## src/rtl/ctrl_pkg.sv

```systemverilog
// Shared definitions for the multi-cycle control unit: state encoding,
// opcode classes and the opcode classifier.
package ctrl_pkg;

  localparam logic [1:0] ST_FETCH  = 2'd0;
  localparam logic [1:0] ST_DECODE = 2'd1;
  localparam logic [1:0] ST_EXEC   = 2'd2;
  localparam logic [1:0] ST_WB     = 2'd3;

  typedef enum logic [1:0] {
    CLS_NOP = 2'd0,
    CLS_ALU = 2'd1,
    CLS_BR  = 2'd2
  } opclass_t;

  // Opcode is passed zero-extended to 32 bits; width selects the all-ones branch code.
  function automatic opclass_t classify_opcode(input logic [31:0] opc,
                                               input int unsigned width);
    logic [31:0] ones;
    ones = 32'hFFFF_FFFF >> (32 - width);
    if (opc == '0)
      return CLS_NOP;
    else if (opc == ones)
      return CLS_BR;
    else
      return CLS_ALU;
  endfunction

endpackage

```

## src/rtl/exec_timer.sv

```systemverilog
// Loadable down-counter with a done flag marking the final counted cycle.
module exec_timer #(
  parameter int unsigned CNT_W = 4
) (
  input  logic             clk,
  input  logic             rst_n,
  input  logic             load,
  input  logic [CNT_W-1:0] load_val,
  input  logic             en,
  output logic [CNT_W-1:0] count,
  output logic             done
);

  logic [CNT_W-1:0] count_q, count_d;

  always_comb begin
    count_d = count_q;
    if (load)
      count_d = load_val;
    else if (en && (count_q != '0))
      count_d = count_q - CNT_W'(1);
  end

  always_ff @(posedge clk or negedge rst_n) begin
    if (!rst_n)
      count_q <= '0;
    else
      count_q <= count_d;
  end

  assign count = count_q;
  assign done  = (count_q == CNT_W'(1));

endmodule

```

## src/rtl/multicycle_control_unit.sv

```systemverilog
// FETCH/DECODE/EXEC/WB sequencer driving datapath strobes.
// Optional retire/taken-branch counters when CTRL_PERF_CNT_EN is defined.
module multicycle_control_unit
  import ctrl_pkg::*;
#(
  parameter int unsigned OPCODE_W    = 4,
  parameter int unsigned ALUOP_W     = 2,
  parameter int unsigned EXEC_CYCLES = 1
) (
  input  logic                clk,
  input  logic                rst_n,
  input  logic                instrValid,
  output logic                instrReady,
  input  logic [OPCODE_W-1:0] opcode,
  input  logic                hold,
  input  logic                zeroFlag,
  output logic                irWrite,
  output logic                aluStart,
  output logic [ALUOP_W-1:0]  aluOp,
  output logic                regWrite,
  output logic                branch,
  output logic                pcWrite,
  output logic [1:0]          state
`ifdef CTRL_PERF_CNT_EN
  ,
  output logic [15:0]         retireCount,
  output logic [15:0]         takenCount
`endif
);

  localparam logic [3:0] EXEC_LOAD = 4'(EXEC_CYCLES);

  logic [1:0]          state_q, state_d;
  logic [OPCODE_W-1:0] opc_q, opc_d;
  opclass_t            cls_q, cls_d;

  logic       accept;
  logic       tmr_load, tmr_en, tmr_done;
  logic [3:0] tmr_count;

  exec_timer #(.CNT_W(4)) u_exec_timer (
    .clk      (clk),
    .rst_n    (rst_n),
    .load     (tmr_load),
    .load_val (EXEC_LOAD),
    .en       (tmr_en),
    .count    (tmr_count),
    .done     (tmr_done)
  );

  assign accept = instrReady && instrValid;

  always_comb begin
    state_d  = state_q;
    opc_d    = opc_q;
    cls_d    = cls_q;
    tmr_load = 1'b0;
    tmr_en   = 1'b0;
    case (state_q)
      ST_FETCH: begin
        if (accept) begin
          opc_d   = opcode;
          state_d = ST_DECODE;
        end
      end
      ST_DECODE: begin
        if (!hold) begin
          cls_d    = classify_opcode(32'(opc_q), OPCODE_W);
          tmr_load = 1'b1;
          state_d  = ST_EXEC;
        end
      end
      ST_EXEC: begin
        if (!hold) begin
          tmr_en = 1'b1;
          if (tmr_done)
            state_d = ST_WB;
        end
      end
      default: begin
        if (!hold)
          state_d = ST_FETCH;
      end
    endcase
  end

  // Strobes decode registered state only; hold masks them so the frozen cycle replays once.
  always_comb begin
    instrReady = (state_q == ST_FETCH) && !hold;
    irWrite    = accept;
    aluStart   = (state_q == ST_EXEC) && !hold && (tmr_count == EXEC_LOAD);
    pcWrite    = (state_q == ST_WB) && !hold;
    regWrite   = pcWrite && (cls_q == CLS_ALU);
    branch     = pcWrite && (cls_q == CLS_BR) && zeroFlag;
  end

  always_ff @(posedge clk or negedge rst_n) begin
    if (!rst_n) begin
      state_q <= ST_FETCH;
      opc_q   <= '0;
      cls_q   <= CLS_NOP;
    end else begin
      state_q <= state_d;
      opc_q   <= opc_d;
      cls_q   <= cls_d;
    end
  end

  assign aluOp = opc_q[ALUOP_W-1:0];
  assign state = state_q;

`ifdef CTRL_PERF_CNT_EN
  logic [15:0] retire_q, retire_d, taken_q, taken_d;

  always_comb begin
    retire_d = retire_q;
    taken_d  = taken_q;
    if (pcWrite)
      retire_d = retire_q + 16'd1;
    if (branch)
      taken_d = taken_q + 16'd1;
  end

  always_ff @(posedge clk or negedge rst_n) begin
    if (!rst_n) begin
      retire_q <= '0;
      taken_q  <= '0;
    end else begin
      retire_q <= retire_d;
      taken_q  <= taken_d;
    end
  end

  assign retireCount = retire_q;
  assign takenCount  = taken_q;
`endif

endmodule

```

## config.mk

```make
export PLATFORM = sky130hd
export DESIGN_NAME = multicycle_control_unit
export DESIGN_NICKNAME = d
export VERILOG_FILES = /design/src/rtl/ctrl_pkg.sv /design/src/rtl/exec_timer.sv /design/src/rtl/multicycle_control_unit.sv
export SDC_FILE = /design/constraint.sdc
export NUM_CORES = 1
export LEC_CHECK = 0
export ABC_AREA = 1
export BUFFER_PORTS_ARGS = -buffer_cell sky130_fd_sc_hd__buf_2
export CELL_PAD_IN_SITES_DETAIL_PLACEMENT = 2
export CELL_PAD_IN_SITES_GLOBAL_PLACEMENT = 2
export CORE_MARGIN = 2
export CORE_UTILIZATION = 29
export DETAILED_ROUTE_END_ITERATION = 12
export PLACE_DENSITY = 0.84
export SLEW_MARGIN = 10
export SYNTH_ARGS = -nofsm -noshare
export SYNTH_HDL_FRONTEND = slang
export SYNTH_SLANG_ARGS = --single-unit
```

## constraint.sdc

```tcl
create_clock -name clk -period 1.6 [get_ports clk]
set_clock_uncertainty 0.2 [all_clocks]
set_input_delay 0.24 -clock clk [delete_from_list [all_inputs] [get_ports clk]]
set_output_delay 0.24 -clock clk [all_outputs]
set_load 0.1 [all_outputs]
```

==> results.py <==
metrics = {
    "synth": {
        "netlist_area_um2": 766,
        "yosysTopAreaCell": "dfrtp_1",
        "synth-simple-area-share": 0.306,
        "synth_compound_area_frac": 0.0572,
        "synth_area_leaders": "dfrtp_1, ha_1, nand2_1, nand3_1, inv_1",
        "ys_ff_latch": 12,
        "yosysTopAreaCellShare": 0.392,
        "ys_warn_count": 0,
        "synth-edff-count": 0,
        "synthFlopType": "dfrtp_1",
        "ys_types": 19,
        "yosysMostFrequentCell": "nand2_1",
        "synth.yosys.seq_area_share": 0.392,
        "synth-adder-area-share": 0.131,
        "synth_mux_area_frac": 0,
        "synthXorXnorAreaFrac": 0.0114,
        "synth_top_family_by_area": "simple AND/OR/NAND/NOR gates",
        "synth_area_per_cell_um2": 7.98,
        "synth_nets": 113,
        "async_flop_share": 1.00,
        "postSynthCellCount": 96,
        "synthTopCellsByCount": "nand2_1, dfrtp_1, inv_1",
    },
    "floorplan": {
        "fp.dieW_um": 55.4,
        "ios": 19,
        "core_area_mm2": 0.00250,
        "start_util": 0.306,
        "fp.dieH_um": 55.4,
        "num_rows": 18,
        "dieArea_mm2": 0.00307,
    },
    "global_routing": {
        "grt_pass1_vias": 851,
        "grt_pass1_wl_um": 4350,
        "grt_antenna_before_repair": 0,
        "overflow": 0,
        "grt_usage": 0.183,
        "grt_max_degree": 13,
    },
    "run_status": {
        "status": "finished, violations left",
        "violations": "setup timing",
    },
    "layout": {
        "utilization": 0.545,
        "num-nets-final": 155,
        "area_growth_pct": 77.8,
        "multi_input_area_um2": 498,
        "drive_gt1_frac": 0.518,
        "n_antenna_cell": 0,
        "ff_latch_area_um2": 309,
        "final_cells": 167,
        "fillers": 262,
    },
    "critical_path": {
        "crit_type": "flop to output pin",
        "end_kind": "output pin",
        "cpPeakStageDelay_ns": 0.46,
        "worstPathCellList": "ha_2 -> nand2_4 -> buf_12 -> nor3_4 -> buf_12",
        "r2r_slack_ns": -0.12,
        "critPathRequiredTime_ns": 1.16,
        "crit_fanout": 4,
        "slowest_stage": "dfrtp_4",
        "critPathLaunch": "state[0]",
        "crit_top_cell": "buf_12",
        "worst_r2r_startpoint": "state[0]",
        "startpoint_type": "flop",
        "critPathArrivalTime_ns": 1.49,
    },
    "place": {
        "gp_congestion": 0.780,
        "placedCellCount": 150,
        "io_buffers": 18,
        "dp_hpwl_um": 2030,
    },
    "power": {
        "power_density_mw_per_mm2": 2180,
        "comb_power_share": 0.728,
        "ir_worst_vdd_mv": 1.43,
        "clockPowerShare": 0.068,
        "total_power_w": 0.00297,
        "p_leak_nw": 0.646,
        "internal_power_w": 0.00136,
        "swShare": 0.540,
        "p_switching_w": 0.00160,
        "seqPwrFrac": 0.204,
    },
    "cts": {
        "htree_levels": 1,
        "cts_tree": "yes",
        "clk_pin_slew_ns": 0.08,
        "clkLatencyLatePin_ns": 0.28,
        "cts.sinks": 12,
        "cts-root-buf": "clkbuf_4",
        "cts_buffers": 3,
        "clockBufferDepth": 2,
    },
    "sta": {
        "whs_ns": 0.0314,
        "hold_viol": 0,
        "drv_slew": 0,
        "finalCritPeriodShare": 1.21,
        "fin_ws_ns": -0.332,
        "period_needed_ns": 1.93,
        "finalSetupViolCount": 15,
        "worstMarginPinSlew_ns": 0.484,
        "rsz0062_at_grt": "true",
        "fmax_mhz": 517,
        "relSlewSlack": 0.679,
    },
    "hold_path": {
        "hp-class": "primary input to flop",
        "worstHoldStart": "opcode[0]",
    },
    "drt": {
        "first_iter_violations": 7,
        "wirelength_um": 3060,
        "drc": 0,
        "vias_per_cell": 4.87,
        "vias": 813,
        "dr.pass1.iters": 4,
        "drtAntennaViolNets": 0,
        "avgRoutedWirePerCell_um": 18.3,
    },
    "job": {
        "drv_cap": 0,
    },
}
## timing repair
action                                  in CTS  in global routing
hold endpoints to repair                    15                  0
hold buffers                                 4                  0
buffers inserted                             4                  6
pin swaps                                    2                  5
gates resized for setup                     12                 11
endpoints found under the setup margin      14                 17
cloned                                       0                  0
## path summary, 6_finish.rpt
| path | depth (start not counted) | to |
|---|---|---|
| worst max-delay path | 5 | regWrite |
| worst min-delay path | 3 | opc_q[0] |
| worst max register to register | 8 | u_exec_timer.count[1] |
| worst min register to register | 2 | cls_q[0] |
| max in group asynchronous | 2 | u_exec_timer.count[2] |
| min in group asynchronous | 2 | cls_q[0] |
## area by class of cell
type	instances	share of cell area
multi-input cells	66	0.366
inverters	15	0.0607
clock buffers	4	0.0193
well taps	30	0.0276
flip-flops and latches	12	0.227
repair buffers	40	0.300
## power by group through the flow
stage	logic, W	registers (W)	clock network, W
2_1_floorplan	0.00104	0.000752	0
3_3_place_gp	0.00167	0.000581	0
3_5_place_dp	0.00177	0.000607	0
4_1_cts	0.00194	0.000598	0.000203
5_1_grt	0.00230	0.000625	0.000221
6_report	0.00216	0.000606	0.000201
## per-layer routing
layer	GRT usage	up-vias	share of wire
met3	0.0164	6	0.023
met1	0.219	407	0.40
met5	0	-	0
li1	-	382	-
met2	0.349	18	0.56
met4	0.0418	0	0.012
## worst max-delay path, delay by kind of cell, from the launching register on
family                     cells  cell delay [ns]
DFF                            1             0.46
and+or+nand+nor                2             0.21
adders and majority gates      1             0.21
buffers and inverters          2             0.33
## logic make-up after synthesis
kind of cell               after synthesis
AOI/OAI and AO/OA                        8
buffers and inverters                   18
and+or+nand+nor                         49
xor gates and xnor gates                 1
adders and majority gates                8
DFF                                     12
## flip-flops by register name, indices dropped and copies added (netlist names)
register            cells
u_exec_timer.count      4
state                   2
opc_q                   4
cls_q                   2
## through the flow
| step | area, um2 | setup TNS [ns] | setup WS [ns] |
|---|---|---|---|
| 6_report | 1360 | -2.32 | -0.332 |
| 4_1_cts | 1280 | -1.85 | -0.322 |
| 5_1_grt | 1360 | -3.39 | -0.376 |
| 2_1_floorplan | 848 | -4.53 | -0.584 |
| 3_3_place_gp | 1140 | -0.0138 | -0.0138 |
| 3_5_place_dp | 1140 | -0.244 | -0.0382 |
## cell usage in the layout (no fill, tap or decap)
master / Yosys / routed
buf_6: 0 / 2
buf_2: 0 / 10
nand4_1: 2 / 2
ha_2: 0 / 2
nand3_1: 10 / 7
buf_12: 0 / 7
nand2_4: 0 / 2
ha_1: 8 / 4
inv_1: 12 / 7
dfrtp_1: 12 / 9
nand3_2: 2 / 4
clkbuf_4: 0 / 3
clkbuf_1: 0 / 1
nor2_4: 1 / 4
inv_2: 3 / 2
buf_16: 0 / 1
nand3_4: 0 / 1
a21oi_4: 0 / 1
nor3_4: 0 / 1
dfrtp_2: 0 / 1
nand2_2: 2 / 4
dfrtp_4: 0 / 2
nor2_1: 5 / 3
dlygate4sd3_1: 0 / 4
nand3b_1: 1 / 1
ha_4: 0 / 2
buf_8: 0 / 1
buf_4: 3 / 15
o21ai_1: 6 / 6
inv_12: 0 / 1
xor2_1: 1 / 1
nand2_1: 24 / 20
clkinvlp_4: 0 / 1
inv_4: 0 / 4
a21oi_1: 1 / 1
(Power assumes the default switching activity.)
